<file path="src/rtl/multicycle_ctrl_pkg.sv">
// Shared state codes, control-bundle type and small helpers for the
// multi-cycle RV32I sequencer.
package multicycle_ctrl_pkg;

    localparam logic [2:0] ST_FETCH  = 3'd0;
    localparam logic [2:0] ST_DECODE = 3'd1;
    localparam logic [2:0] ST_EXEC   = 3'd2;
    localparam logic [2:0] ST_MEM    = 3'd3;
    localparam logic [2:0] ST_WB     = 3'd4;
    localparam logic [2:0] ST_HALT   = 3'd5;

    typedef struct packed {
        logic imem_req;
        logic ir_we;
        logic dmem_req;
        logic dmem_we;
        logic rf_we;
        logic pc_we;
    } ctrl_t;

    localparam ctrl_t CTRL_IDLE = '0;

    // A load+store encoding is illegal; it is handled as a load.
    function automatic logic store_only(input logic is_load, input logic is_store);
        return is_store & ~is_load;
    endfunction

    function automatic logic mem_access(input logic is_load, input logic is_store);
        return is_load | is_store;
    endfunction

endpackage

</file>
<file path="src/rtl/multicycle_ctrl_if.sv">
// Decoder-flag, memory-handshake and datapath-enable bundle between the
// sequencer (master) and the rest of the core (slave).
interface multicycle_ctrl_if #(
    parameter int RET_W = 32
);
    logic             imem_ready;
    logic             dmem_ready;
    logic             is_load;
    logic             is_store;
    logic             is_writeback;
    logic             is_system;
    logic             imem_req;
    logic             ir_we;
    logic             dmem_req;
    logic             dmem_we;
    logic             rf_we;
    logic             pc_we;
    logic             halted;
    logic             fault;
    logic [2:0]       state;
    logic [RET_W-1:0] retired;

    modport master (
        input  imem_ready, dmem_ready, is_load, is_store, is_writeback, is_system,
        output imem_req, ir_we, dmem_req, dmem_we, rf_we, pc_we,
               halted, fault, state, retired
    );

    modport slave (
        output imem_ready, dmem_ready, is_load, is_store, is_writeback, is_system,
        input  imem_req, ir_we, dmem_req, dmem_we, rf_we, pc_we,
               halted, fault, state, retired
    );
endinterface

</file>
<file path="src/rtl/multicycle_ctrl_mem_wait_timer.sv">
// Counts MEM cycles spent waiting for dmem_ready; expire flags the last
// cycle the sequencer may still wait before declaring a fault.
module mem_wait_timer #(
    parameter int MEM_TIMEOUT = 16
) (
    input  logic clk,
    input  logic clear,
    input  logic count,
    output logic expire
);
    localparam int TW = (MEM_TIMEOUT > 2) ? $clog2(MEM_TIMEOUT) : 1;

    logic [TW-1:0] cnt_q;

    assign expire = (cnt_q == TW'(MEM_TIMEOUT - 1));

    // Saturate at expiry so the count never wraps back into the legal range.
    always_ff @(posedge clk) begin
        if (clear) begin
            cnt_q <= '0;
        end else if (count && !expire) begin
            cnt_q <= cnt_q + TW'(1);
        end
    end

endmodule

</file>
<file path="src/rtl/multicycle_ctrl.sv">
// FETCH/DECODE/EXEC/MEM/WB sequencer for the single-issue RV32I core with
// SYSTEM/timeout halt and a wrapping retired-instruction counter.
module multicycle_ctrl
    import multicycle_ctrl_pkg::*;
#(
    parameter int MEM_TIMEOUT = 16,
    parameter int RET_W       = 32
) (
    input logic               clk,
    input logic               rst,
    multicycle_ctrl_if.master bus
);

    logic [2:0]       state_q;
    logic [2:0]       state_d;
    logic             fault_q;
    logic             fault_d;
    logic [RET_W-1:0] retired_q;
    ctrl_t            ctl;
    logic             in_mem;
    logic             st_only;
    logic             timer_clear;
    logic             timer_count;
    logic             timer_expire;

    assign in_mem  = (state_q == ST_MEM);
    assign st_only = store_only(bus.is_load, bus.is_store);

    // The timer only runs across consecutive unanswered MEM cycles.
    assign timer_count = !rst && in_mem && !bus.dmem_ready;
    assign timer_clear = rst || !in_mem || bus.dmem_ready;

    mem_wait_timer #(
        .MEM_TIMEOUT (MEM_TIMEOUT)
    ) u_timer (
        .clk    (clk),
        .clear  (timer_clear),
        .count  (timer_count),
        .expire (timer_expire)
    );

    always_comb begin
        ctl     = CTRL_IDLE;
        state_d = state_q;
        fault_d = fault_q;
        case (state_q)
            ST_FETCH: begin
                ctl.imem_req = 1'b1;
                if (bus.imem_ready) begin
                    ctl.ir_we = 1'b1;
                    state_d   = ST_DECODE;
                end
            end
            ST_DECODE: begin
                state_d = bus.is_system ? ST_HALT : ST_EXEC;
            end
            ST_EXEC: begin
                if (mem_access(bus.is_load, bus.is_store)) begin
                    state_d = ST_MEM;
                end else if (bus.is_writeback) begin
                    state_d = ST_WB;
                end else begin
                    ctl.pc_we = 1'b1;
                    state_d   = ST_FETCH;
                end
            end
            ST_MEM: begin
                ctl.dmem_req = 1'b1;
                ctl.dmem_we  = st_only;
                // A ready on the last allowed cycle takes priority over the timeout.
                if (bus.dmem_ready) begin
                    if (st_only) begin
                        ctl.pc_we = 1'b1;
                        state_d   = ST_FETCH;
                    end else begin
                        state_d   = ST_WB;
                    end
                end else if (timer_expire) begin
                    state_d = ST_HALT;
                    fault_d = 1'b1;
                end
            end
            ST_WB: begin
                ctl.rf_we = 1'b1;
                ctl.pc_we = 1'b1;
                state_d   = ST_FETCH;
            end
            ST_HALT: begin
                state_d = ST_HALT;
            end
            default: begin
                state_d = ST_HALT;
                fault_d = 1'b1;
            end
        endcase
        // Enables must drop in the very cycle reset is sampled.
        if (rst) begin
            ctl = CTRL_IDLE;
        end
    end

    always_ff @(posedge clk) begin
        if (rst) begin
            state_q   <= ST_FETCH;
            fault_q   <= 1'b0;
            retired_q <= '0;
        end else begin
            state_q <= state_d;
            fault_q <= fault_d;
            if (ctl.pc_we) begin
                retired_q <= retired_q + RET_W'(1);
            end
        end
    end

    assign bus.imem_req = ctl.imem_req;
    assign bus.ir_we    = ctl.ir_we;
    assign bus.dmem_req = ctl.dmem_req;
    assign bus.dmem_we  = ctl.dmem_we;
    assign bus.rf_we    = ctl.rf_we;
    assign bus.pc_we    = ctl.pc_we;
    assign bus.halted   = !rst && (state_q == ST_HALT);
    assign bus.fault    = !rst && fault_q;
    assign bus.state    = rst ? ST_FETCH : state_q;
    assign bus.retired  = rst ? '0 : retired_q;

endmodule

</file>
<file path="src/flat_wrapper.sv">
// flat-port wrapper written by rule: the top's interface ports become plain ports
module multicycle_ctrl_flat import multicycle_ctrl_pkg::*;
#(
    parameter int MEM_TIMEOUT = 16,
    parameter int RET_W       = 32
)
  (clk, rst, bus_imem_ready, bus_dmem_ready, bus_is_load, bus_is_store, bus_is_writeback, bus_is_system, bus_imem_req, bus_ir_we, bus_dmem_req, bus_dmem_we, bus_rf_we, bus_pc_we, bus_halted, bus_fault, bus_state, bus_retired);
  multicycle_ctrl_if #(.RET_W(RET_W)) bus_i ();
  input logic clk;
  input logic rst;
  input wire logic [$bits(bus_i.imem_ready)-1:0] bus_imem_ready;
  input wire logic [$bits(bus_i.dmem_ready)-1:0] bus_dmem_ready;
  input wire logic [$bits(bus_i.is_load)-1:0] bus_is_load;
  input wire logic [$bits(bus_i.is_store)-1:0] bus_is_store;
  input wire logic [$bits(bus_i.is_writeback)-1:0] bus_is_writeback;
  input wire logic [$bits(bus_i.is_system)-1:0] bus_is_system;
  output wire logic [$bits(bus_i.imem_req)-1:0] bus_imem_req;
  output wire logic [$bits(bus_i.ir_we)-1:0] bus_ir_we;
  output wire logic [$bits(bus_i.dmem_req)-1:0] bus_dmem_req;
  output wire logic [$bits(bus_i.dmem_we)-1:0] bus_dmem_we;
  output wire logic [$bits(bus_i.rf_we)-1:0] bus_rf_we;
  output wire logic [$bits(bus_i.pc_we)-1:0] bus_pc_we;
  output wire logic [$bits(bus_i.halted)-1:0] bus_halted;
  output wire logic [$bits(bus_i.fault)-1:0] bus_fault;
  output wire logic [$bits(bus_i.state)-1:0] bus_state;
  output wire logic [$bits(bus_i.retired)-1:0] bus_retired;
  assign bus_i.imem_ready = bus_imem_ready;
  assign bus_i.dmem_ready = bus_dmem_ready;
  assign bus_i.is_load = bus_is_load;
  assign bus_i.is_store = bus_is_store;
  assign bus_i.is_writeback = bus_is_writeback;
  assign bus_i.is_system = bus_is_system;
  assign bus_imem_req = bus_i.imem_req;
  assign bus_ir_we = bus_i.ir_we;
  assign bus_dmem_req = bus_i.dmem_req;
  assign bus_dmem_we = bus_i.dmem_we;
  assign bus_rf_we = bus_i.rf_we;
  assign bus_pc_we = bus_i.pc_we;
  assign bus_halted = bus_i.halted;
  assign bus_fault = bus_i.fault;
  assign bus_state = bus_i.state;
  assign bus_retired = bus_i.retired;
  multicycle_ctrl #(.MEM_TIMEOUT(MEM_TIMEOUT), .RET_W(RET_W)) u_core (.clk(clk), .rst(rst), .bus(bus_i));
endmodule
</file>
<file path="config.mk">
export PLATFORM = sky130hd
export DESIGN_NAME = multicycle_ctrl_flat
export DESIGN_NICKNAME = d
export VERILOG_FILES = /design/src/rtl/multicycle_ctrl_pkg.sv /design/src/rtl/multicycle_ctrl_if.sv /design/src/rtl/multicycle_ctrl_mem_wait_timer.sv /design/src/rtl/multicycle_ctrl.sv /design/src/flat_wrapper.sv
export SDC_FILE = /design/constraint.sdc
export NUM_CORES = 1
export LEC_CHECK = 0
export BUFFER_PORTS_ARGS = -buffer_cell sky130_fd_sc_hd__buf_2
export CORE_UTILIZATION = 49
export CTS_CLUSTER_SIZE = 28
export DETAILED_ROUTE_END_ITERATION = 12
export PLACE_DENSITY = 0.76
export SYNTH_ARGS = -nofsm -noshare
export SYNTH_HDL_FRONTEND = slang
export SYNTH_SLANG_ARGS = --single-unit
</file>
<file path="constraint.sdc">
create_clock -name clk -period 1.71 [get_ports clk]
set_input_delay 0.0855 -clock clk [delete_from_list [all_inputs] [get_ports clk]]
set_output_delay 0.0855 -clock clk [all_outputs]
set_load 0.1 [all_outputs]
</file>
Word-level counts from Yosys, hierarchy flattened --
Index checks and enable logic that the tools add are counted.
Word-level totals: bits in registers 40, input port bits 8, output and inout port bits 43, logic and storage cells 58
Operators by class: add/sub/neg operators 2, equality and inequality tests 10, mux-type cells 23, bitwise gates (word level) 4, reduce and logical (&&, ||, !) cells 15
Operator list (count):
- adder 32 x 1 -> 32 bit (second input constant) | 1
- two-way mux 32 bit | 1
- two-way mux 3 bit | 8
- one-hot mux 3 bit (5 select lines) | 1
- two-way mux 1 bit | 8
- equality test 3 x 2 -> 1 bit (second input constant) | 2
- equality test 3 bit (second input constant) | 2
- two-way mux 6 bit | 1
- != test 2 bit (second input constant) | 3
- logical AND 1 bit | 5
- OR reduction 5 bit | 1
- adder 4 x 1 -> 4 bit (second input constant) | 1
- equality test 4 bit (second input constant) | 1
- zero test 1 bit | 4
- two-way mux 2 bit | 2
- equality test 3 x 1 -> 1 bit (second input constant) | 1
- zero test 3 bit | 1
- != test 3 bit (second input constant) | 1
- one-hot mux 1 bit (3 select lines) | 1
- AND reduction 3 bit | 1
- logical OR 1 bit | 2
- NOT 1 bit | 2
- one-hot mux 1 bit (2 select lines) | 1
- AND reduction 2 bit | 1
- other kinds (2) | 2

Longest topological paths before layout --
depth in word-level cells 6, gate-level depth with buffers 7, mapped depth without buffers 5

Modules after synthesis --
Synthesis repeated with hierarchy kept, for this count alone.
Second synthesis, totals: cells, all modules 296, area total of the unflattened synthesis 2399.8 sq um
Modules (own cells, without submodules):
- multicycle_ctrl | instances 1, cells each 276, area each 2190.9 sq um, sequential area each 720.7 sq um
- mem_wait_timer | instances 1, cells each 20, area each 209.0 sq um, sequential area each 80.1 sq um

Worst setup path before layout --
OpenSTA, ideal clock, no wires.
path kind register -> output, from register u_core.state_q[0], to output port bus_ir_we, arrival 4.488 ns, required time 1.624 ns, path slack -2.864 ns, cell stages (with the launch flop) 4, buffers on the path 1, cell sequence dfxtp_1 -> clkbuf_1 -> nor4_1 -> and2_1
Between the ends: word-level cells in the longest chain between the ends 3
Ends and longest elaborated chain:
- from (decl) | RTL line multicycle_ctrl.sv:14 | logic [2:0] state_q;
- from (signal assigned) | RTL line multicycle_ctrl.sv:108 | state_q <= state_d;
- zero test 3 bit | RTL line multicycle_ctrl.sv:46 | case (state_q)
- two-way mux 2 bit | RTL line multicycle_ctrl.sv:46
- two-way mux 6 bit | RTL line multicycle_ctrl.sv:97 | if (rst) begin
- to (decl) | RTL line flat_wrapper.sv:18 | output wire logic [$bits(bus_i.ir_we)-1:0] bus_ir_we;
No other way between the ends.

Worst setup path after layout --
from register u_core.state_q[2], to register u_core.retired_q[16]
Between the ends: word-level cells in the longest chain between the ends 3, elaborated cells between the ends (all ways) 5, classes of those cells eq/ne (3); mux (2)
Ends and longest elaborated chain:
- equality test 3 bit or equality test 3 x 2 -> 1 bit (tied branches) | RTL line multicycle_ctrl.sv:46
- one-hot mux 1 bit (3 select lines) * | RTL line multicycle_ctrl.sv:46
- two-way mux 6 bit * | RTL line multicycle_ctrl.sv:97
- to (signal assigned) | RTL line multicycle_ctrl.sv:111 | retired_q <= retired_q + RET_W'(1);
- to (decl) | RTL line multicycle_ctrl.sv:18 | logic [RET_W-1:0] retired_q;
Mark *: on every way between the ends. The rest lies on a longest branch, timed or not. A chain may end at the register's enable or synchronous reset.

==> impl_metrics.csv <==
group,metric,value,unit
run_status,status,"complete, but fails checks",
run_status,violations,"setup timing",
clock_tree,cts_sinks,40,
final_layout,instances_no_fill,449,
timing,setup-tns-final,-2070,ps
clock_tree,cts_htree_levels,2,
drt,routed_wl,7.79,mm
clock_tree,cts_buffers,5,
timing,post-route-period-util,111,%
drt,vias_per_cell,5.94,
final_layout,diodes,0,
clock_tree,clk_latency,290,ps
clock_tree,cts_tree,"done",
pwr,netSwitchingFraction,29.3,%
timing,setup_ws,-192,ps
final_layout,fillCellCount,279,
synth,postSynthNetCount,296,
synth,ys_ff_latch,40,
pwr,pwr-share-seq,48.1,%
floorplanning,core,4470,um2
synth,postSynthCellCount,286,
drt,drt_first_iter_violations,270,
pwr,power_density,546,nW/um2
drt,vias,2667,
worst_hold_path,worstHoldPathType,"in -> reg",
global_routing,grt_usage,28.2,%
clock_tree,cts_hold_buf,0,
placed_design,dp_hpwl,4.74,mm
clock_tree,cts_buffer_depth,2,
synth,synth_seq_area_share,34.4,%
pwr,pwr-share-comb,19.2,%
synth,synth_top_area_share,34.4,%
timing,slew_viol_final,0,
pwr,power_switching,0.581,mW
global_routing,grt_first_pass_wirelength,11.3,mm
global_routing,grt_overflow,0,
placed_design,port_buffers,50,
run,maxCapViolCount,0,
timing,period_minus_slack,1900,ps
final_layout,post_route_cells_drive_above_1_share,51.4,%
worst_setup_path,cp.arrival,2070,ps
pwr,p_int,1.40,mW
global_routing,antenna_found_initial,0,
global_routing,grt_pass1_vias,2447,
worst_setup_path,critPathLaunchType,"register",
synth,synth.largest_area_cell,"dfxtp_1",
placed_design,dp_cells,434,
drt,wl_per_cell,17.3,um
synth,yosysUniqueCellTypes,48,
synth,synth_area,2330,um2
global_routing,grt_start_max_net_pins,34,
drt,firstDrtPassIters,6,
pwr,p_leak,1.42,nW
worst_setup_path,crit_required,1880,ps
final_layout,areaGrowthSynthToFinish,56.1,%
synth,synth_area_leaders,"dfxtp_1 34%, nor2b_1 9.7%, nor2_1 6.1%, xnor2_1 6.0%, mux2_2 3.9%",
pwr,clkPwrFrac,32.8,%
pwr,ir_drop,0.000544,V
synth,synth_warnings,0,
floorplanning,initial_core_util,52.0,%
timing,tightest_slew,512,ps
worst_setup_path,endpoint_kind,"register",
synth,synth-main-ff-cell,"dfxtp_1",
floorplanning,num_rows,24,
drt,drc,0,
final_layout,fin_nets,406,
floorplanning,die_h,70.9,um
floorplanning,dieArea,5030,um2
clock_tree,clk_pin_slew_worst_paths,80,ps
worst_setup_path,path_max_fanout,5,
clock_tree,cts-root-buf,"clkbuf_8",
timing,report.final.setup_viol,21,
synth,synthArstFlopShare,0,%
floorplanning,ioPinCount,51,
timing,slew_headroom,66.1,%
synth,avgSynthCellArea,8.14,um2
floorplanning,die_x,70.9,um
synth,synth-edff-count,0,
timing,timing_hold_violations_final,0,
drt,postRouteAntennaNets,0,
timing,fmax,526,MHz
timing,fin_skew,10.3,ps
worst_setup_path,critPathKind,"reg -> reg",
timing,rsz0062_at_grt,"true",
placed_design,gp_congestion,0.882,
Yosys cell counts (3+ instances only):
master and count:
a2111oi_0 4, o21ai_0 3, and2_1 6, buf_2 3, nor2b_1 36, nand3_1 16
nor2_1 38, nor3_1 5, or4_1 4, and3_1 3, nand2_1 12, a21oi_1 15
a211oi_1 9, dfxtp_1 40, inv_1 6, mux2_2 8, o31ai_1 4, nor4_1 4
nand4_1 7, xnor2_1 16, clkbuf_1 12
stage by stage:
stage	setup slack [ps]	hold slack [ps]	power (mW)	instance area [um2]	util, %
finish	-192	89.4	1.98	3630	81.2
detailed placement	-149	397	1.32	3280	73.4
global route	-218	103	2.06	3630	81.2
global placement	-231	404	1.31	3280	73.4
floorplan	-517	247	1.21	2520	-
CTS	-86.2	91.5	1.96	3510	78.5
cells by family (layout without fill, tap and decap cells):
logic type	count (synthesis)	count (layout)	share of synthesized area (%)
compound gates	47	47	14.3
xor+xnor	17	17	6.39
fa+ha+maj	2	2	1.07
buf+inv	23	134	3.92
flops	40	40	34.4
mux	9	9	4.30
simple gates	148	148	35.6
what timing repair did:
action / in CTS / in global routing
setup buffers: 6 / 1
cloned: 0 / 0
pin swaps: 7 / 11
gates resized for setup: 22 / 27
endpoints found under the setup margin: 24 / 31
cell type report:
type	count	area [um2]	share of cell area, %
Clock buffer	8	90.1	2.48
Timing Repair Buffer	120	853	23.5
Sequential cell	40	818	22.5
Multi-Input combinational cell	223	1780	49.0
Tap cell	52	65.1	1.79
Inverter	6	26.3	0.723
state kept, by name (all words and copies together) (netlist names):
register / count
u_core.fault_q: 1
u_core.retired_q: 32
u_core.state_q: 3
u_core.u_timer.cnt_q: 4
routing by layer:
| layer | vias to the layer above | GRT usage [%] | share of wire [%] | routed length (um) |
|---|---|---|---|---|
| met5 | - | 0 | 0 | 0 |
| li1 | 1237 | - | - | - |
| met4 | 0 | 8.00 | 4.0 | 310 |
| met3 | 33 | 4.56 | 4.7 | 369 |
| met1 | 1284 | 37.0 | 42 | 3240 |
| met2 | 113 | 48.2 | 50 | 3870 |
final timing paths:
check | startpoint | end | slack, ps | cells past startpoint
setup reg to reg | u_core.state_q[2]$_SDFFE_PP0P_ | u_core.retired_q[16]$_SDFFE_PP0P_ | -190 | 5
setup / recovery | u_core.state_q[2]$_SDFFE_PP0P_ | u_core.retired_q[16]$_SDFFE_PP0P_ | -190 | 5
hold / removal | bus_imem_ready | u_core.state_q[0]$_SDFFE_PP0P_ | 90 | 3
hold reg to reg | u_core.retired_q[29]$_SDFFE_PP0P_ | u_core.retired_q[29]$_SDFFE_PP0P_ | 530 | 2
critical path: stages, from the launching register on:
cell and delay, ps:
dfxtp_2 360, and2b_2 250, nand4_4 130, a2111oi_4 480
nand4_1 220, mux2_4 340
power by group through the flow:
stage | Sequential (mW) | Combinational [mW] | Clock [mW]
CTS | 0.954 | 0.363 | 0.648
global route | 0.954 | 0.402 | 0.700
detailed placement | 0.972 | 0.344 | 0
global placement | 0.971 | 0.341 | 0
floorplan | 0.970 | 0.243 | 0
finish | 0.953 | 0.381 | 0.650
layout by cell type, fill, tap and decap left out, drive strengths merged, types with 2 or more instances in the layout:
master     n
nor3b      2
nor2b     36
o21ai      3
o41ai      2
nor4       4
or4        4
inv        5
xnor2     16
nand2b     2
clkbuf    10
and3       3
nand4      8
mux2       8
a211oi     9
and4       2
nand3     18
nand4bb    2
buf      118
a21oi     16
o31ai      4
ha         2
nor3       5
dfxtp     40
a21o       2
nand2     12
a2111oi    6
or3        2
and2       6
nor2      38
Power figures use the tool's default switching activity.
